$ cat config.mk
export PLATFORM = sky130hd
export DESIGN_NAME = red_pitaya_fads_sort_gate
export DESIGN_NICKNAME = d
export VERILOG_FILES = /design/src/rtl/red_pitaya_fads_sort_gate.sv
export SDC_FILE = /design/constraint.sdc
export NUM_CORES = 1
export LEC_CHECK = 0
export ABC_AREA = 1
export BUFFER_PORTS_ARGS = -buffer_cell sky130_fd_sc_hd__buf_2
export CORE_AREA = 2 2 87 110
export DETAILED_ROUTE_END_ITERATION = 7
export DIE_AREA = 0 0 89 112
export GPL_TIMING_DRIVEN = 0
export PLACE_DENSITY = 0.78
export SETUP_SLACK_MARGIN = 0.5
export SLEW_MARGIN = 20
export SYNTH_ARGS = -nofsm -noshare
export SYNTH_HDL_FRONTEND = slang
export SYNTH_SLANG_ARGS = --single-unit
export TNS_END_PERCENT = 30
$ cat constraint.sdc
create_clock -name adc_clk_i -period 4.8 [get_ports adc_clk_i]
set_input_delay 0.24 -clock adc_clk_i [delete_from_list [all_inputs] [get_ports adc_clk_i]]
set_output_delay 0.24 -clock adc_clk_i [all_outputs]
set_load 0.05 [all_outputs]
$ cat src/rtl/red_pitaya_fads_sort_gate.sv
// FADS sort gate: measures droplet width from the detect flag, qualifies it and fires a delayed sort trigger.
// Optional statistics counters are built when FADS_SORT_STATS_EN is defined.
module red_pitaya_fads_sort_gate #(
  parameter int unsigned CW = 16,
  parameter int unsigned NW = 32
) (
  input  logic          adc_clk_i,
  input  logic          adc_rst_i,
  input  logic          det_i,
  input  logic          cfg_en_i,
  input  logic [CW-1:0] cfg_min_w_i,
  input  logic [CW-1:0] cfg_max_w_i,
  input  logic [CW-1:0] cfg_delay_i,
  input  logic [CW-1:0] cfg_pulse_i,
  input  logic [CW-1:0] cfg_holdoff_i,
`ifdef FADS_SORT_STATS_EN
  input  logic          stats_clr_i,
  output logic [NW-1:0] droplet_cnt_o,
  output logic [NW-1:0] sorted_cnt_o,
  output logic [NW-1:0] reject_cnt_o,
`endif
  output logic          sort_trig_o,
  output logic          busy_o,
  output logic [CW-1:0] last_width_o
);

  typedef enum logic [2:0] {
    S_IDLE,
    S_MEASURE,
    S_DELAY,
    S_FIRE,
    S_HOLDOFF
  } state_t;

  localparam logic [CW-1:0] ONE  = CW'(1);
  localparam logic [CW-1:0] WSAT = '1;

  state_t        state_q, state_d;
  logic          det_q;
  logic          rise, fall;
  logic [CW-1:0] width_q;
  logic [CW-1:0] cnt_q;
  logic [CW-1:0] pulse_len;
  logic          in_win;
  logic          trig_d, busy_d;

  if (NW < 1) begin : g_nw_range
  end

  assign rise      = det_i & ~det_q;
  assign fall      = ~det_i & det_q;
  assign pulse_len = (cfg_pulse_i == '0) ? ONE : cfg_pulse_i;
  assign in_win    = (width_q >= cfg_min_w_i) && (width_q <= cfg_max_w_i);

  always_ff @(posedge adc_clk_i or posedge adc_rst_i) begin
    if (adc_rst_i) det_q <= 1'b0;
    else           det_q <= det_i;
  end

  always_ff @(posedge adc_clk_i or posedge adc_rst_i) begin
    if (adc_rst_i) state_q <= S_IDLE;
    else           state_q <= state_d;
  end

  always_comb begin
    state_d = state_q;
    unique case (state_q)
      S_IDLE:    if (rise && cfg_en_i) state_d = S_MEASURE;
      S_MEASURE: begin
        if (!cfg_en_i)  state_d = S_HOLDOFF;
        else if (fall)  state_d = in_win ? S_DELAY : S_HOLDOFF;
      end
      S_DELAY: begin
        if (!cfg_en_i)                  state_d = S_HOLDOFF;
        else if (cnt_q >= cfg_delay_i)  state_d = S_FIRE;
      end
      S_FIRE:    if (cnt_q >= pulse_len)     state_d = S_HOLDOFF;
      S_HOLDOFF: if (cnt_q >= cfg_holdoff_i) state_d = S_IDLE;
      default:   state_d = S_IDLE;
    endcase
  end

  // Outputs are decoded from the next state and registered, so they align with the state register.
  always_comb begin
    trig_d = (state_d == S_FIRE);
    busy_d = (state_d != S_IDLE);
  end

  always_ff @(posedge adc_clk_i or posedge adc_rst_i) begin
    if (adc_rst_i) begin
      sort_trig_o <= 1'b0;
      busy_o      <= 1'b0;
    end else begin
      sort_trig_o <= trig_d;
      busy_o      <= busy_d;
    end
  end

  // cnt_q is shared by DELAY/FIRE/HOLDOFF; FIRE starts at 1 because its entry cycle already drives the trigger.
  always_ff @(posedge adc_clk_i or posedge adc_rst_i) begin
    if (adc_rst_i) begin
      cnt_q        <= '0;
      width_q      <= '0;
      last_width_o <= '0;
    end else begin
      if (state_d != state_q)
        cnt_q <= (state_d == S_FIRE) ? ONE : '0;
      else if (state_q == S_DELAY || state_q == S_FIRE || state_q == S_HOLDOFF)
        cnt_q <= cnt_q + ONE;

      if (state_q == S_IDLE && state_d == S_MEASURE)
        width_q <= ONE;
      else if (state_q == S_MEASURE && state_d == S_MEASURE && det_q && width_q != WSAT)
        width_q <= width_q + ONE;

      if (state_q == S_MEASURE && cfg_en_i && fall)
        last_width_o <= width_q;
    end
  end

`ifdef FADS_SORT_STATS_EN
  logic measure_exit, fire_entry, win_reject;

  assign measure_exit = (state_q == S_MEASURE) && (state_d != S_MEASURE);
  assign fire_entry   = (state_d == S_FIRE) && (state_q != S_FIRE);
  assign win_reject   = (state_q == S_MEASURE) && cfg_en_i && fall && !in_win;

  always_ff @(posedge adc_clk_i or posedge adc_rst_i) begin
    if (adc_rst_i) begin
      droplet_cnt_o <= '0;
      sorted_cnt_o  <= '0;
      reject_cnt_o  <= '0;
    end else if (stats_clr_i) begin
      droplet_cnt_o <= '0;
      sorted_cnt_o  <= '0;
      reject_cnt_o  <= '0;
    end else begin
      if (measure_exit) droplet_cnt_o <= droplet_cnt_o + NW'(1);
      if (fire_entry)   sorted_cnt_o  <= sorted_cnt_o + NW'(1);
      if (win_reject)   reject_cnt_o  <= reject_cnt_o + NW'(1);
    end
  end
`endif

endmodule
==> results of run 1 <==
## registers in the layout, indices dropped and copies added (netlist names)
signal        count
busy_o            1
det_q             1
sort_trig_o       1
last_width_o     16
cnt_q            16
width_q          16
state_q           3
## routing by layer
metal | part of all wire [%] | GRT usage, % | wire (um) | vias to the layer above
met5 | 0 | 0 | 0 | -
met4 | 3.9 | 12.8 | 442 | 0
met3 | 3.9 | 2.82 | 441 | 30
met2 | 54 | 45.3 | 6070 | 128
met1 | 38 | 23.8 | 4240 | 2108
li1 | - | - | - | 2349
## power breakdown
group / internal, uW / switching (uW) / total, uW
clock network: 207 / 157 / 365
logic: 114 / 227 / 341
registers: 488 / 23.9 / 512
total: 809 / 409 / 1220
## how the worst max path moves through the flow
stage,start,to,slack (ns),depth (start not counted)
final,cnt_q[11]$_DFFE_PP0P_,cnt_q[5]$_DFFE_PP0P_,2.22,12
after global routing,cnt_q[13]$_DFFE_PP0P_,cnt_q[5]$_DFFE_PP0P_,1.98,15
after CTS,cnt_q[11]$_DFFE_PP0P_,cnt_q[5]$_DFFE_PP0P_,2.28,12
after detailed placement,cfg_pulse_i[12],cnt_q[5]$_DFFE_PP0P_,2.08,21
after global placement,cfg_pulse_i[12],cnt_q[5]$_DFFE_PP0P_,2.15,21
after floorplan,cfg_pulse_i[8],cnt_q[5]$_DFFE_PP0P_,2.66,20
## cells by family after synthesis
kind of cell	count (synthesis)	synth area share [%]
and+or+nand+nor	275	26.5
AOI/OAI and AO/OA	90	10.2
adders and majority gates	82	21.4
DFF	54	28.2
buffers and inverters	151	12.1
xor gates and xnor gates	9	1.64
## worst max-delay path, cell delays in order, from the launching register on
cell     delay (ns)
dfrtp_1        0.48
ha_1           0.37
nand4_1        0.11
nor3_1         0.39
nand3_1        0.16
nand4_1        0.13
nor2_1         0.05
nor2_1         0.13
nand3_1        0.14
nand2_1        0.14
nand3_4        0.13
buf_6          0.17
nor3_2         0.10
## synth_stat cells (all sizes together)
cell      n  share of area (%)
or3       1               0.13
a211oi    2               0.31
a41o      1               0.21
nor2     53                4.5
xor2      9                1.6
and3      1               0.13
dfrtp    54                 28
clkbuf    4               0.31
ha       82                 21
buf       2               0.47
nand4    14                2.1
nor3     18                2.2
a21oi    44                4.7
nor3b     3               0.47
nand3b    1               0.42
nand2   148                 12
nor4      9                1.5
or2       1               0.13
o21a      4               0.63
nand3    26                3.2
o21ai    33                3.4
o21bai    2               0.31
a21o      3               0.47
a221oi    1               0.18
inv     145                 11
## area by class of cell
cell class,instances,area (um2)
plain buffers,6,37.5
clock buffers,7,143
clock inverters,1,5.00
fillers,846,3340
inverters,145,544
multi-input cells,456,2870
flip-flops and latches,54,1350
well taps,123,154
repair buffers,103,536
## timing repair
action / in CTS / in global routing
hold buffers: 1 / 0
setup buffers: 0 / 0
endpoints found under the hold margin: 21 / 0
## through the flow
stage	hold WS [ns]	setup slack (ns)	cells	util, %	power [uW]
global placement	0.386	2.15	885	60.8	844
detailed placement	0.288	2.08	886	61.0	864
floorplan	0.271	2.66	661	-	752
finish	0.0949	2.22	895	62.8	1220
CTS	0.0883	2.28	895	62.8	1230
global route	0.0884	1.98	895	62.8	1290
==> flow_metrics.tcl, run 1 <==
set metrics [dict create \
    routedWlPerCell_um 12.5 \
    clock_sinks 54 \
    layout.cells.most_common "nand2_1" \
    r2r_cells 12 \
    ys_seq_area_share_pct 28.2 \
    fin_crit_sh_pct 53.8 \
    final_cell_mix "147 x nand2_1, 140 x inv_1, 101 x buf_2" \
    drcViolationCount 0 \
    track_usage_pct 23.7 \
    yosys_warnings 0 \
    fp.dieH_um 112 \
    hold_path_depth 1 \
    start_util_pct 53.4 \
    cts_made_buffers 5 \
    required_ns 5.02 \
    n_antenna_cell 0 \
    clockBufferDepth 2 \
    hp-class "in -> reg" \
    syn_area_per_cell_um2 7.26 \
    power.density_nw_per_um2 216 \
    r2r_start "cnt_q[11]$_DFFE_PP0P_" \
    finalInstanceArea_um2 5640 \
    dpl-instance-area_um2 5480 \
    dp_hpwl_um 9320 \
    synthesis.nets 827 \
    tightest_slew_ns 0.483 \
    fin_nets 937 \
    drive_gt1_share_pct 17.2 \
    gp_congestion 0.960 \
    io_buffers 101 \
    clkLatencyLatePin_ns 0.29 \
    finalSetupTns_ns 0 \
    outcome "finished, final reports clean" \
    period_needed_ns 2.58 \
    htree_levels 2 \
    antenna_found_initial 0 \
    hold_viol 0 \
    synth_seq_cells 54 \
    drv_slew 0 \
    chipWidth_um 89 \
    p_leak_uw 0.00337 \
    ctsResizeCount 0 \
    rows 39 \
    cts_tree "built" \
    rrSetupSlack_ns 2.22 \
    drv_cap 0 \
    drt-vias-per-instance 5.16 \
    slew_headroom_pct 67.5 \
    drt_iter0_drc 105 \
    synthesis.area_um2 4800 \
    first_pass_iters 8 \
    vias 4615 \
    grt_pass1_vias 4587 \
    clk_pin_slew_worst_paths_ns 0.07 \
    skew_ns 0.00770 \
    grt_pass1_wl_um 18800 \
    setup_viol 0 \
    vdd_drop_max_uv 139 \
    grt_max_degree 34 \
    io_pins 102 \
    die_area_um2 9970 \
    r2r_end "cnt_q[5]$_DFFE_PP0P_" \
    critPathLaunchType "flop" \
    path_max_fanout 10 \
    path_class "reg -> reg" \
    postSynthCellCount 661 \
    overflow 0 \
    critPathCaptureType "flop" \
    ant_nets 0 \
    area_growth_pct 17.4 \
    arrival_ns 2.80 \
    synth_cell_types 34 \
    ctsRootBufferMaster "clkbuf_16" \
    routed_wl_um 11200 \
    coreArea_um2 8980 \
    min_to "det_q$_DFF_PP0_" \
    rsz0062_at_grt "no" \
    fmax_mhz 387 \
    hp-start "det_i" \
]
No activity file was read; power rests on OpenSTA's default activity.
==> run 2: changes to the inputs <==
- clock period: 4.8 -> 2.4 ns (I/O delays scaled with it)
==> flow_metrics.tcl, run 2 (same netlist as run 1, synthesis figures left out) <==
set metrics [dict create \
    outcome "finished with violations" \
    violations "negative setup slack" \
    tightest_slew_ns 0.563 \
    grt_pass1_wl_um 19500 \
    fmax_mhz 413 \
    hp-start "cfg_en_i" \
    min_to "state_q[1]$_DFF_PP0_" \
    required_ns 2.62 \
    reg_top3 "cnt_q x16, last_width_o x16, width_q x16" \
    fin_crit_sh_pct 101 \
    hold_path_depth 3 \
    routedWlPerCell_um 14.0 \
    coreArea_um2 8980 \
    grt_pass1_vias 4799 \
    path_max_fanout 8 \
    hold_viol 0 \
    track_usage_pct 24.3 \
    layout.cells.most_common "inv_1" \
    r2r_cells 12 \
    cts_tree "built" \
    r2r_end "cnt_q[5]$_DFFE_PP0P_" \
    r2r_start "cnt_q[11]$_DFFE_PP0P_" \
    setup_viol 8 \
    n_antenna_cell 0 \
    drt_iter0_drc 185 \
    slew_headroom_pct 62.4 \
    htree_levels 2 \
    path_class "reg -> reg" \
    final_cell_mix "135 x inv_1, 130 x nand2_1, 101 x buf_2" \
    finalSetupTns_ns -0.149 \
    power_uw 2570 \
    vias 4897 \
    hp-class "in -> reg" \
    gp_congestion 0.955 \
    drv_slew 0 \
    area_growth_pct 34.9 \
    finalWorstSetupSlack_ns -0.0239 \
    cp_slowest_cell "dfrtp_2" \
    rows 39 \
    placed_cells 886 \
    dp_hpwl_um 9210 \
    critPathLaunchType "flop" \
    drcViolationCount 0 \
    clockBufferDepth 2 \
    vdd_drop_max_uv 307 \
    max_stage_delay_ns 0.50 \
    routed_wl_um 13000 \
    skew_ns 0.00437 \
    cts_made_buffers 5 \
    ant_nets 0 \
    stdcell_count 929 \
    rsz0062_at_grt "yes" \
    power.density_nw_per_um2 398 \
    chipWidth_um 89 \
    io_buffers 101 \
    overflow 0 \
    first_pass_iters 4 \
    fin_nets 971 \
    ctsRootBufferMaster "clkbuf_16" \
    clock_sinks 54 \
    critPathCaptureType "flop" \
    grt_max_degree 34 \
    path_cells "ha_4 -> nand4_1 -> nor3_4 -> nand3_2 -> nand4_1 -> nor2_1 -> nor2_2 -> nand3_2 -> nand2_2 -> nand3_4 -> buf_8 -> nor3_4" \
    start_util_pct 53.4 \
    drt-vias-per-instance 5.27 \
    die_area_um2 9970 \
    dp_slack_ns -0.210 \
    drv_cap 0 \
    arrival_ns 2.64 \
    period_needed_ns 2.42 \
    clkLatencyLatePin_ns 0.29 \
    fp.dieH_um 112 \
    drive_gt1_share_pct 32.8 \
    clk_pin_slew_worst_paths_ns 0.07 \
    p_leak_uw 0.00365 \
    antenna_found_initial 0 \
    io_pins 102 \
    fill_cells 700 \
    rrSetupSlack_ns -0.02 \
]
## run 2: worst max path at each step
stage                     startpoint                   end  slack [ns]  cells past startpoint
6_report       cnt_q[11]$_DFFE_PP0P_  cnt_q[5]$_DFFE_PP0P_       -0.02                     12
5_1_grt         cnt_q[6]$_DFFE_PP0P_  cnt_q[1]$_DFFE_PP0P_       -0.16                     17
4_1_cts        cnt_q[11]$_DFFE_PP0P_  cnt_q[4]$_DFFE_PP0P_        0.04                     11
3_5_place_dp   cnt_q[11]$_DFFE_PP0P_  cnt_q[1]$_DFFE_PP0P_       -0.21                     12
3_3_place_gp         cfg_pulse_i[12]  cnt_q[5]$_DFFE_PP0P_       -0.15                     21
2_1_floorplan   cnt_q[3]$_DFFE_PP0P_  cnt_q[5]$_DFFE_PP0P_        0.37                     17
## run 2: layer usage
| metal | global-route usage, % | part of all wire, % | vias up |
|---|---|---|---|
| met5 | 0 | 0 | - |
| met4 | 10.8 | 3.7 | 0 |
| met3 | 2.67 | 4.1 | 31 |
| met2 | 46.8 | 55 | 152 |
| met1 | 25.3 | 37 | 2282 |
| li1 | - | - | 2432 |
## run 2: cell type report
| cell class | count | area [um2] | share of cell area (%) |
|---|---|---|---|
| Buffer | 6 | 42.5 | 0.657 |
| Inverter | 145 | 552 | 8.52 |
| Timing Repair Buffer | 137 | 826 | 12.8 |
| Clock buffer | 7 | 143 | 2.20 |
| Sequential cell | 54 | 1370 | 21.2 |
| Multi-Input combinational cell | 456 | 3380 | 52.3 |
| Clock inverter | 1 | 5.00 | 0.0773 |
| Tap cell | 123 | 154 | 2.38 |
## run 2: report_power, final
| part | switching [uW] | internal, uW | leakage [uW] | total, uW |
|---|---|---|---|---|
| clock network | 325 | 415 | 0.0000739 | 740 |
| registers | 51.1 | 977 | 0.000705 | 1030 |
| logic | 509 | 298 | 0.00287 | 806 |
## run 2: per-stage QoR
stage	hold WS, ns	utilization (%)	cell area (um2)
floorplan	0.151	-	4830
global placement	0.266	61.1	5490
detailed placement	0.170	61.3	5510
CTS	0.215	64.3	5770
global route	0.256	72.1	6470
finish	0.237	72.1	6470
## run 2: timing repair
item | 4_1_cts | 5_1_grt
gates resized for setup | 13 | 116
setup buffers | 6 | 26
hold buffers | 2 | 0
hold endpoints to repair | 22 | 0
pin swaps | 8 | 40
gates cloned | 0 | 1
endpoints found under the setup margin | 33 | 44
## run 2: worst max-delay path: cells and delay by family, from the launching register on
| family | cells | cell delay [ns] |
|---|---|---|
| adder cells (fa/ha/maj) | 1 | 0.31 |
| flip-flops | 1 | 0.50 |
| AND/OR/NAND/NOR | 10 | 1.35 |
| buffers and inverters | 1 | 0.19 |
